## src/rtl/chram_write_arbiter.sv

```systemverilog
// Three-requester write arbiter for the character-RAM write port.
// Round-robin single-word grants, locked bursts with a stall timeout, registered write port.
module chram_write_arbiter #(
  parameter int unsigned ADDR_W     = 11,
  parameter int unsigned DATA_W     = 8,
  parameter int unsigned BLANK_ONLY = 0,
  parameter int unsigned TIMEOUT    = 255
) (
  input  logic                  i_clk,
  input  logic                  reset,
  input  logic                  blank,
  input  logic [2:0]            req_valid,
  input  logic [2:0]            req_last,
  input  logic [3*ADDR_W-1:0]   req_addr,
  input  logic [3*DATA_W-1:0]   req_data,
  output logic [2:0]            req_ready,
  output logic                  wr_ena,
  output logic [ADDR_W-1:0]     wr_addr,
  output logic [DATA_W-1:0]     wr_data,
  output logic                  busy,
  output logic                  abort
);

  localparam logic [7:0] STALL_LIMIT = 8'(TIMEOUT - 1);

  typedef enum logic {IDLE, BURST} state_t;

  state_t            state_q, state_d;
  logic [1:0]        ptr_q, ptr_d;
  logic [1:0]        owner_q, owner_d;
  logic [7:0]        stall_q, stall_d;
  logic              wr_ena_q, wr_ena_d;
  logic [ADDR_W-1:0] wr_addr_q, wr_addr_d;
  logic [DATA_W-1:0] wr_data_q, wr_data_d;
  logic              busy_q, busy_d;
  logic              abort_q, abort_d;

  logic              gate;
  logic [1:0]        p1, p2, win_idx, grant_idx;
  logic              win_found, grant_en, xfer, sel_last, owner_valid;
  logic [ADDR_W-1:0] sel_addr;
  logic [DATA_W-1:0] sel_data;

  function automatic logic [1:0] next_idx(input logic [1:0] v);
    return (v >= 2'd2) ? 2'd0 : v + 2'd1;
  endfunction

  function automatic logic bit_at(input logic [2:0] v, input logic [1:0] i);
    case (i)
      2'd0:    return v[0];
      2'd1:    return v[1];
      default: return v[2];
    endcase
  endfunction

  assign gate = (BLANK_ONLY == 0) || blank;

  // Round-robin scan starting at ptr
  always_comb begin
    p1        = next_idx(ptr_q);
    p2        = next_idx(p1);
    win_found = 1'b1;
    win_idx   = ptr_q;
    if (bit_at(req_valid, ptr_q))   win_idx = ptr_q;
    else if (bit_at(req_valid, p1)) win_idx = p1;
    else if (bit_at(req_valid, p2)) win_idx = p2;
    else                            win_found = 1'b0;
  end

  // Grant selection and payload mux
  always_comb begin
    owner_valid = bit_at(req_valid, owner_q);
    if (state_q == BURST) begin
      grant_idx = owner_q;
      grant_en  = gate && owner_valid;
    end else begin
      grant_idx = win_idx;
      grant_en  = gate && win_found;
    end
    xfer      = grant_en && !reset;
    req_ready = xfer ? 3'(3'b001 << grant_idx) : 3'b000;
    sel_last  = bit_at(req_last, grant_idx);
    case (grant_idx)
      2'd0: begin
        sel_addr = req_addr[0 +: ADDR_W];
        sel_data = req_data[0 +: DATA_W];
      end
      2'd1: begin
        sel_addr = req_addr[ADDR_W +: ADDR_W];
        sel_data = req_data[DATA_W +: DATA_W];
      end
      default: begin
        sel_addr = req_addr[2*ADDR_W +: ADDR_W];
        sel_data = req_data[2*DATA_W +: DATA_W];
      end
    endcase
  end

  always_comb begin
    state_d   = state_q;
    ptr_d     = ptr_q;
    owner_d   = owner_q;
    stall_d   = stall_q;
    wr_ena_d  = xfer;
    wr_addr_d = xfer ? sel_addr : wr_addr_q;
    wr_data_d = xfer ? sel_data : wr_data_q;
    abort_d   = 1'b0;
    case (state_q)
      IDLE: begin
        if (xfer) begin
          if (sel_last) begin
            ptr_d = next_idx(grant_idx);
          end else begin
            state_d = BURST;
            owner_d = grant_idx;
            stall_d = 8'd0;
          end
        end
      end
      default: begin
        if (xfer) begin
          stall_d = 8'd0;
          if (sel_last) begin
            state_d = IDLE;
            ptr_d   = next_idx(owner_q);
          end
        end else if (gate && !owner_valid) begin
          // Owner stalled with the window open: count towards the timeout
          if (stall_q >= STALL_LIMIT) begin
            state_d = IDLE;
            ptr_d   = next_idx(owner_q);
            stall_d = 8'd0;
            abort_d = 1'b1;
          end else begin
            stall_d = stall_q + 8'd1;
          end
        end
      end
    endcase
    busy_d = (state_d == BURST);
  end

  always_ff @(posedge i_clk or posedge reset) begin
    if (reset) begin
      state_q   <= IDLE;
      ptr_q     <= 2'd0;
      owner_q   <= 2'd0;
      stall_q   <= 8'd0;
      wr_ena_q  <= 1'b0;
      wr_addr_q <= '0;
      wr_data_q <= '0;
      busy_q    <= 1'b0;
      abort_q   <= 1'b0;
    end else begin
      state_q   <= state_d;
      ptr_q     <= ptr_d;
      owner_q   <= owner_d;
      stall_q   <= stall_d;
      wr_ena_q  <= wr_ena_d;
      wr_addr_q <= wr_addr_d;
      wr_data_q <= wr_data_d;
      busy_q    <= busy_d;
      abort_q   <= abort_d;
    end
  end

  assign wr_ena  = wr_ena_q;
  assign wr_addr = wr_addr_q;
  assign wr_data = wr_data_q;
  assign busy    = busy_q;
  assign abort   = abort_q;

endmodule

```

## config.mk

```make
export PLATFORM = sky130hd
export DESIGN_NAME = chram_write_arbiter
export DESIGN_NICKNAME = d
export VERILOG_FILES = /design/src/rtl/chram_write_arbiter.sv
export SDC_FILE = /design/constraint.sdc
export NUM_CORES = 1
export LEC_CHECK = 0
export CAP_MARGIN = 10
export CORE_MARGIN = 5
export CORE_UTILIZATION = 45
export DETAILED_ROUTE_END_ITERATION = 6
export PLACE_DENSITY = 0.82
export SLEW_MARGIN = 20
export SYNTH_ARGS = -nofsm -noshare
export SYNTH_HDL_FRONTEND = slang
export SYNTH_SLANG_ARGS = --single-unit
```

## constraint.sdc

```tcl
create_clock -name i_clk -period 6.2 [get_ports i_clk]
set_clock_uncertainty 0.1 [all_clocks]
set_input_delay 1.24 -clock i_clk [delete_from_list [all_inputs] [get_ports i_clk]]
set_output_delay 1.24 -clock i_clk [all_outputs]
set_load 0.02 [all_outputs]
```

==> flow_summary.toml, run 1 <==
[run_status]
status = "finished clean"

[clock_tree]
root_buffer = "clkbuf_8"
cts_tree = "built"
clock_sinks = 34
hold_buffers = 0
numCtsBuffers = 5
clk_pin_slew_ns = 0.07
insertion_delay_ns = 0.29
cts_buffer_depth = 2
h-tree-depth = 2
cts_resized = 0
postCtsSetupBuffers = 0

[floorplan]
fp.coreArea_sq_um = 4324
fp.dieW_um = 76.55
start_util_pct = 46.09
fp-row-count = 24
fp.dieH_um = 76.55
die_area_sq_um = 5860
io_pins = 91

[routing]
antenna_left = 0
finalWirelength_mm = 5.625
post-route-drc-count = 0
wl_per_cell_um = 16.07
drtIter0Drc = 138
route.vias.total = 1908
firstDrtPassIters = 4
vias_per_cell = 5.451

[timing]
setup_tns_ns = 0
period_share_pct = 84.05
drv_slew = 0
relSlewSlack_pct = 54.02
rsz0062_at_grt = "no"
setup_violations = 0
clock.fmax_mhz = 191.9
whs_ns = 0.3761
min_period_ns = 5.211
hold_viol_final = 0
tightest_slew_ns = 0.6823

[power]
leakage_nw = 1.383
power.density_nw_per_um2 = 446.1
ir_drop_uv = 231.9

[synth]
async_reset_ff_share_pct = 100.0
avgSynthCellArea_sq_um = 9.537
syn_inst = 209
synth-seq-area-share_pct = 42.69
synth_top_area_share_pct = 42.69
synth_most_common_cell = "dfrtp_1"
synth.distinct_cells = 41
synthFlopType = "dfrtp_1"
synthTopCellsByCount = "dfrtp_1, a21oi_1, o21ai_0, mux2i_1, a21o_1"
synth-seq-cells = 34
synth_warnings = 0
synth.area.top_cells = "dfrtp_1, mux2i_1, a21o_1"
synth.cell_area_sq_um = 1993
synth-edff-count = 0
synth.net_count = 277
yosysTopAreaCell = "dfrtp_1"

[global_route]
grt_use_total_pct = 19.11
grt_pass1_wl_mm = 9.080
grt_pass1_vias = 1868
grt_max_degree = 42
grt_remaining_overflow = 0
antenna_found_initial = 0

[final_layout]
antenna_cells = 0
nFillCells = 374
syn_to_final_growth_pct = 51.48
final_nets = 365
finalNonFillerCells = 350
register_area_sq_um = 850.8
drive_above_1_share_pct = 6.711
multi_input_area_sq_um = 1057

[setup_path]
crit_required_ns = 4.86
arrival_ns = 3.87
crit_path_max_fanout = 10
worstSetupStartpointType = "input port"
path_class = "in -> out"
cp-end-kind = "primary output"

[min_path]
hold_path_class = "reg -> reg"

[place]
hpwl_mm = 4.247
numPortBuffers = 89
gp_congestion = 0.8631
post-place-cells = 342

[run]
drv_cap = 0
kinds of logic (layout without fill, tap and decap cells):
| family | after synthesis | in the layout | synth area share (%) |
|---|---|---|---|
| AND/OR/NAND/NOR | 33 | 33 | 8.978 |
| flip-flops | 34 | 34 | 42.69 |
| AO/OA/AOI/OAI | 96 | 96 | 31.14 |
| buffers and inverters | 21 | 110 | 4.269 |
| adder cells (fa/ha/maj) | 2 | 2 | 1.255 |
| multiplexers | 23 | 23 | 11.68 |
path summary, 6_finish.rpt:
check | start | to | slack [ns] | depth (start not counted)
setup / recovery | req_valid[1] | req_ready[2] | 0.99 | 7
hold / removal | wr_data[6] | wr_data[6] | 0.38 | 1
setup reg to reg | busy | ptr_q[1] | 3.24 | 6
hold reg to reg | wr_data[6] | wr_data[6] | 0.38 | 1
max in group asynchronous | reset | wr_addr[4] | 4.31 | 3
min in group asynchronous | reset | busy | 1.38 | 3
state kept, by name, indices dropped and copies added (netlist names):
signal and cells:
ptr_q 2, wr_ena 1, abort 1, stall_q 8, wr_addr 11, owner_q 2
wr_data 8, busy 1
power by group:
| group | total [W] | leakage (nW) | switching (W) | internal [W] |
|---|---|---|---|---|
| sequential | 0.000391 | 0.429 | 0.0000747 | 0.000317 |
| combinational | 0.000785 | 0.905 | 0.000425 | 0.000360 |
| clock | 0.000170 | 0.0482 | 0.0000807 | 0.0000896 |
placed cells by master, fill, tap and decap left out, types with 2 or more instances in the layout:
cell,count
clkdlybuf4s50_1,89
dfrtp_1,34
a21oi_1,25
o21ai_0,22
mux2i_1,21
a21o_1,20
inv_1,8
nor3_1,7
o21ai_1,6
nor2_1,6
clkbuf_8,6
a31oi_1,4
buf_4,4
nand2b_1,3
nor2b_1,3
o31ai_1,3
nand3_1,3
nand2_1,3
mux2_2,2
o21bai_1,2
o211ai_1,2
a32o_1,2
ha_1,2
through the flow:
| stage | total power [W] | worst slack, ns | util (%) | instance area, sq um |
|---|---|---|---|---|
| 2_1_floorplan | 0.0008912 | 1.582 | - | 1993 |
| 3_3_place_gp | 0.001160 | 1.091 | 67.71 | 2928 |
| 3_5_place_dp | 0.001181 | 1.026 | 67.71 | 2928 |
| 4_1_cts | 0.001355 | 1.022 | 69.82 | 3019 |
| 5_1_grt | 0.001442 | 0.8080 | 69.82 | 3019 |
| 6_report | 0.001347 | 0.9888 | 69.82 | 3019 |
cell type report:
type	instances	share of cell area, %
Clock inverter	1	0.1658
Clock buffer	7	2.860
Multi-Input combinational cell	154	35.02
Inverter	9	1.119
Tap cell	52	2.155
Sequential cell	34	28.18
Timing Repair Buffer	93	30.50
worst max-delay path, stage by stage:
cell and delay, ns:
clkdlybuf4s50_1 0.52, mux2_2 0.33, a22o_1 0.22, nor2_2 0.51, inv_1 0.16, nor3_1 0.21, clkdlybuf4s50_1 0.68
metal layers:
| metal | vias up | GRT usage, % | routed length (um) |
|---|---|---|---|
| met2 | 70 | 30.82 | 2683 |
| li1 | 957 | - | - |
| met5 | - | 0 | 0 |
| met3 | 6 | 7.447 | 497 |
| met4 | 0 | 6.119 | 73 |
| met1 | 875 | 23.32 | 2370 |
Note: power is estimated with default switching activity, not from simulation.
==> run 2: changes to the inputs <==
--- a/config.mk
+++ b/config.mk
@@ -7,9 +7,9 @@
 export LEC_CHECK = 0
 export CAP_MARGIN = 10
 export CORE_MARGIN = 5
-export CORE_UTILIZATION = 45
+export CORE_UTILIZATION = 38
 export DETAILED_ROUTE_END_ITERATION = 6
-export PLACE_DENSITY = 0.82
+export PLACE_DENSITY = 0.73
 export SLEW_MARGIN = 20
 export SYNTH_ARGS = -nofsm -noshare
 export SYNTH_HDL_FRONTEND = slang
==> constraint.sdc (replaced) <==
create_clock -name i_clk -period 4.7 [get_ports i_clk]
set_clock_uncertainty 0.1 [all_clocks]
set_input_delay 0.94 -clock i_clk [delete_from_list [all_inputs] [get_ports i_clk]]
set_output_delay 0.94 -clock i_clk [all_outputs]
set_load 0.02 [all_outputs]
==> flow_summary.toml, run 2 (same netlist as run 1, synthesis figures left out) <==
[clock_tree]
numCtsBuffers = 5
cts_resized = 0
hold_buffers = 0
h-tree-depth = 2
cts_buffer_depth = 2
insertion_delay_ns = 0.28
clock_sinks = 34
root_buffer = "clkbuf_8"
postCtsSetupBuffers = 0
cts_tree = "built"
clk_pin_slew_ns = 0.07

[floorplan]
fp-row-count = 26
io_pins = 91
start_util_pct = 39.02
fp.coreArea_sq_um = 5107
fp.dieH_um = 82.43
fp.dieW_um = 82.43
die_area_sq_um = 6794

[final_layout]
finalNonFillerCells = 371
multi_input_area_sq_um = 1057
syn_to_final_growth_pct = 56.06
final_common_cell = "clkdlybuf4s50_1"
final_nets = 368
final_cell_mix = "clkdlybuf4s50_1, dfrtp_1, a21oi_1"
nFillCells = 452
drive_above_1_share_pct = 7.973
register_area_sq_um = 850.8
largest_reg_flops = 11
antenna_cells = 0

[routing]
wl_per_cell_um = 15.45
antenna_left = 0
drtIter0Drc = 76
firstDrtPassIters = 4
route.vias.total = 1923
post-route-drc-count = 0
vias_per_cell = 5.183
finalWirelength_mm = 5.733

[global_route]
antenna_found_initial = 0
grt_pass1_wl_mm = 8.825
grt_pass1_vias = 1902
grt_use_total_pct = 17.29
grt_remaining_overflow = 0
grt_max_degree = 42

[run_status]
status = "finished clean"

[setup_path]
critPathTopFamily = "buffers and inverters"
worstSetupStartpointType = "input port"
cpMostUsedCell = "clkdlybuf4s50_1"
rr_startpoint = "owner_q[0]"
max_stage_delay_ns = 0.57
critPathSlowestCell = "clkdlybuf4s50_1"
path_class = "in -> out"
reg2reg_slack_ns = 2.04
reg2reg_depth = 8
path_buf_inv = 2
cp_cell_sequence = "clkdlybuf4s50_1 > mux2_2 > mux2i_1 > nand2_1 > nand2b_1 > nor3_1 > clkdlybuf4s50_1"
crit_path_max_fanout = 9
cp-end-kind = "primary output"
arrival_ns = 3.23
reg2reg_to = "ptr_q[0]"
crit_required_ns = 3.66

[power]
power.density_nw_per_um2 = 607.0
ir_drop_uv = 341.3
leakage_nw = 1.417

[place]
hpwl_mm = 4.363
post-place-cells = 363
numPortBuffers = 89
gp_congestion = 0.7663

[timing]
drv_slew = 0
relSlewSlack_pct = 68.67
min_period_ns = 4.266
setup_violations = 0
period_share_pct = 90.76
tightest_slew_ns = 0.4671
hold_viol_final = 0
setup_tns_ns = 0
clock.fmax_mhz = 234.4
rsz0062_at_grt = "no"

[min_path]
holdPathStages = 1
hold_path_class = "reg -> reg"
hold_path_end = "wr_data[2]"
hold_start = "wr_data[2]"

[run]
drv_cap = 0
## run 2: report_power, final
group          internal [W]  switching, W
Clock              0.000212      0.000109
Sequential         0.000418     0.0000998
Combinational      0.000487      0.000562
Total               0.00112      0.000771
## run 2: final cells by class
class	instances	share of cell area [%]
Inverter	9	1.086
Clock buffer	5	2.212
Timing Repair Buffer	96	30.33
Clock inverter	3	2.212
Multi-Input combinational cell	154	33.99
Sequential cell	34	27.35
Tap cell	70	2.816
## run 2: how the worst max path moves through the flow
stage | end | depth (start not counted) | startpoint | slack (ns)
5_1_grt | req_ready[2] | 7 | req_valid[1] | 0.31
2_1_floorplan | req_ready[0] | 5 | reset | 0.68
4_1_cts | req_ready[1] | 7 | req_valid[1] | 0.42
3_3_place_gp | req_ready[1] | 7 | req_valid[1] | 0.52
6_report | req_ready[1] | 7 | req_valid[1] | 0.43
3_5_place_dp | req_ready[1] | 7 | req_valid[1] | 0.45
## run 2: layer usage
metal	routed length (um)	share of wire, %	global-route usage (%)
met1	2469	43	21.22
met2	2755	48	27.96
met4	91	1.6	6.478
met3	416	7.3	5.857
met5	0	0	0
## run 2: worst reg2reg max path, cell delays in order, from the launching register on
cell,delay (ns)
dfrtp_1,0.38
mux2_2,0.34
mux2i_1,0.32
nand2_1,0.13
nand2b_1,0.32
buf_4,0.29
inv_2,0.19
a21o_1,0.24
a32o_1,0.25
## run 2: per-stage QoR
step                setup WS (ns)  cell area [sq um]  hold slack, ns  total power [W]  util [%]
detailed placement         0.4500               2973          0.3644         0.001579     58.21
global route               0.3086               3110          0.3881         0.002024     60.90
finish                     0.4343               3110          0.3768         0.001888     60.90
global placement           0.5166               2973          0.3575         0.001550     58.21
CTS                        0.4226               3110          0.3814         0.001909     60.90
floorplan                  0.6819               1993          0.3729         0.001176         -
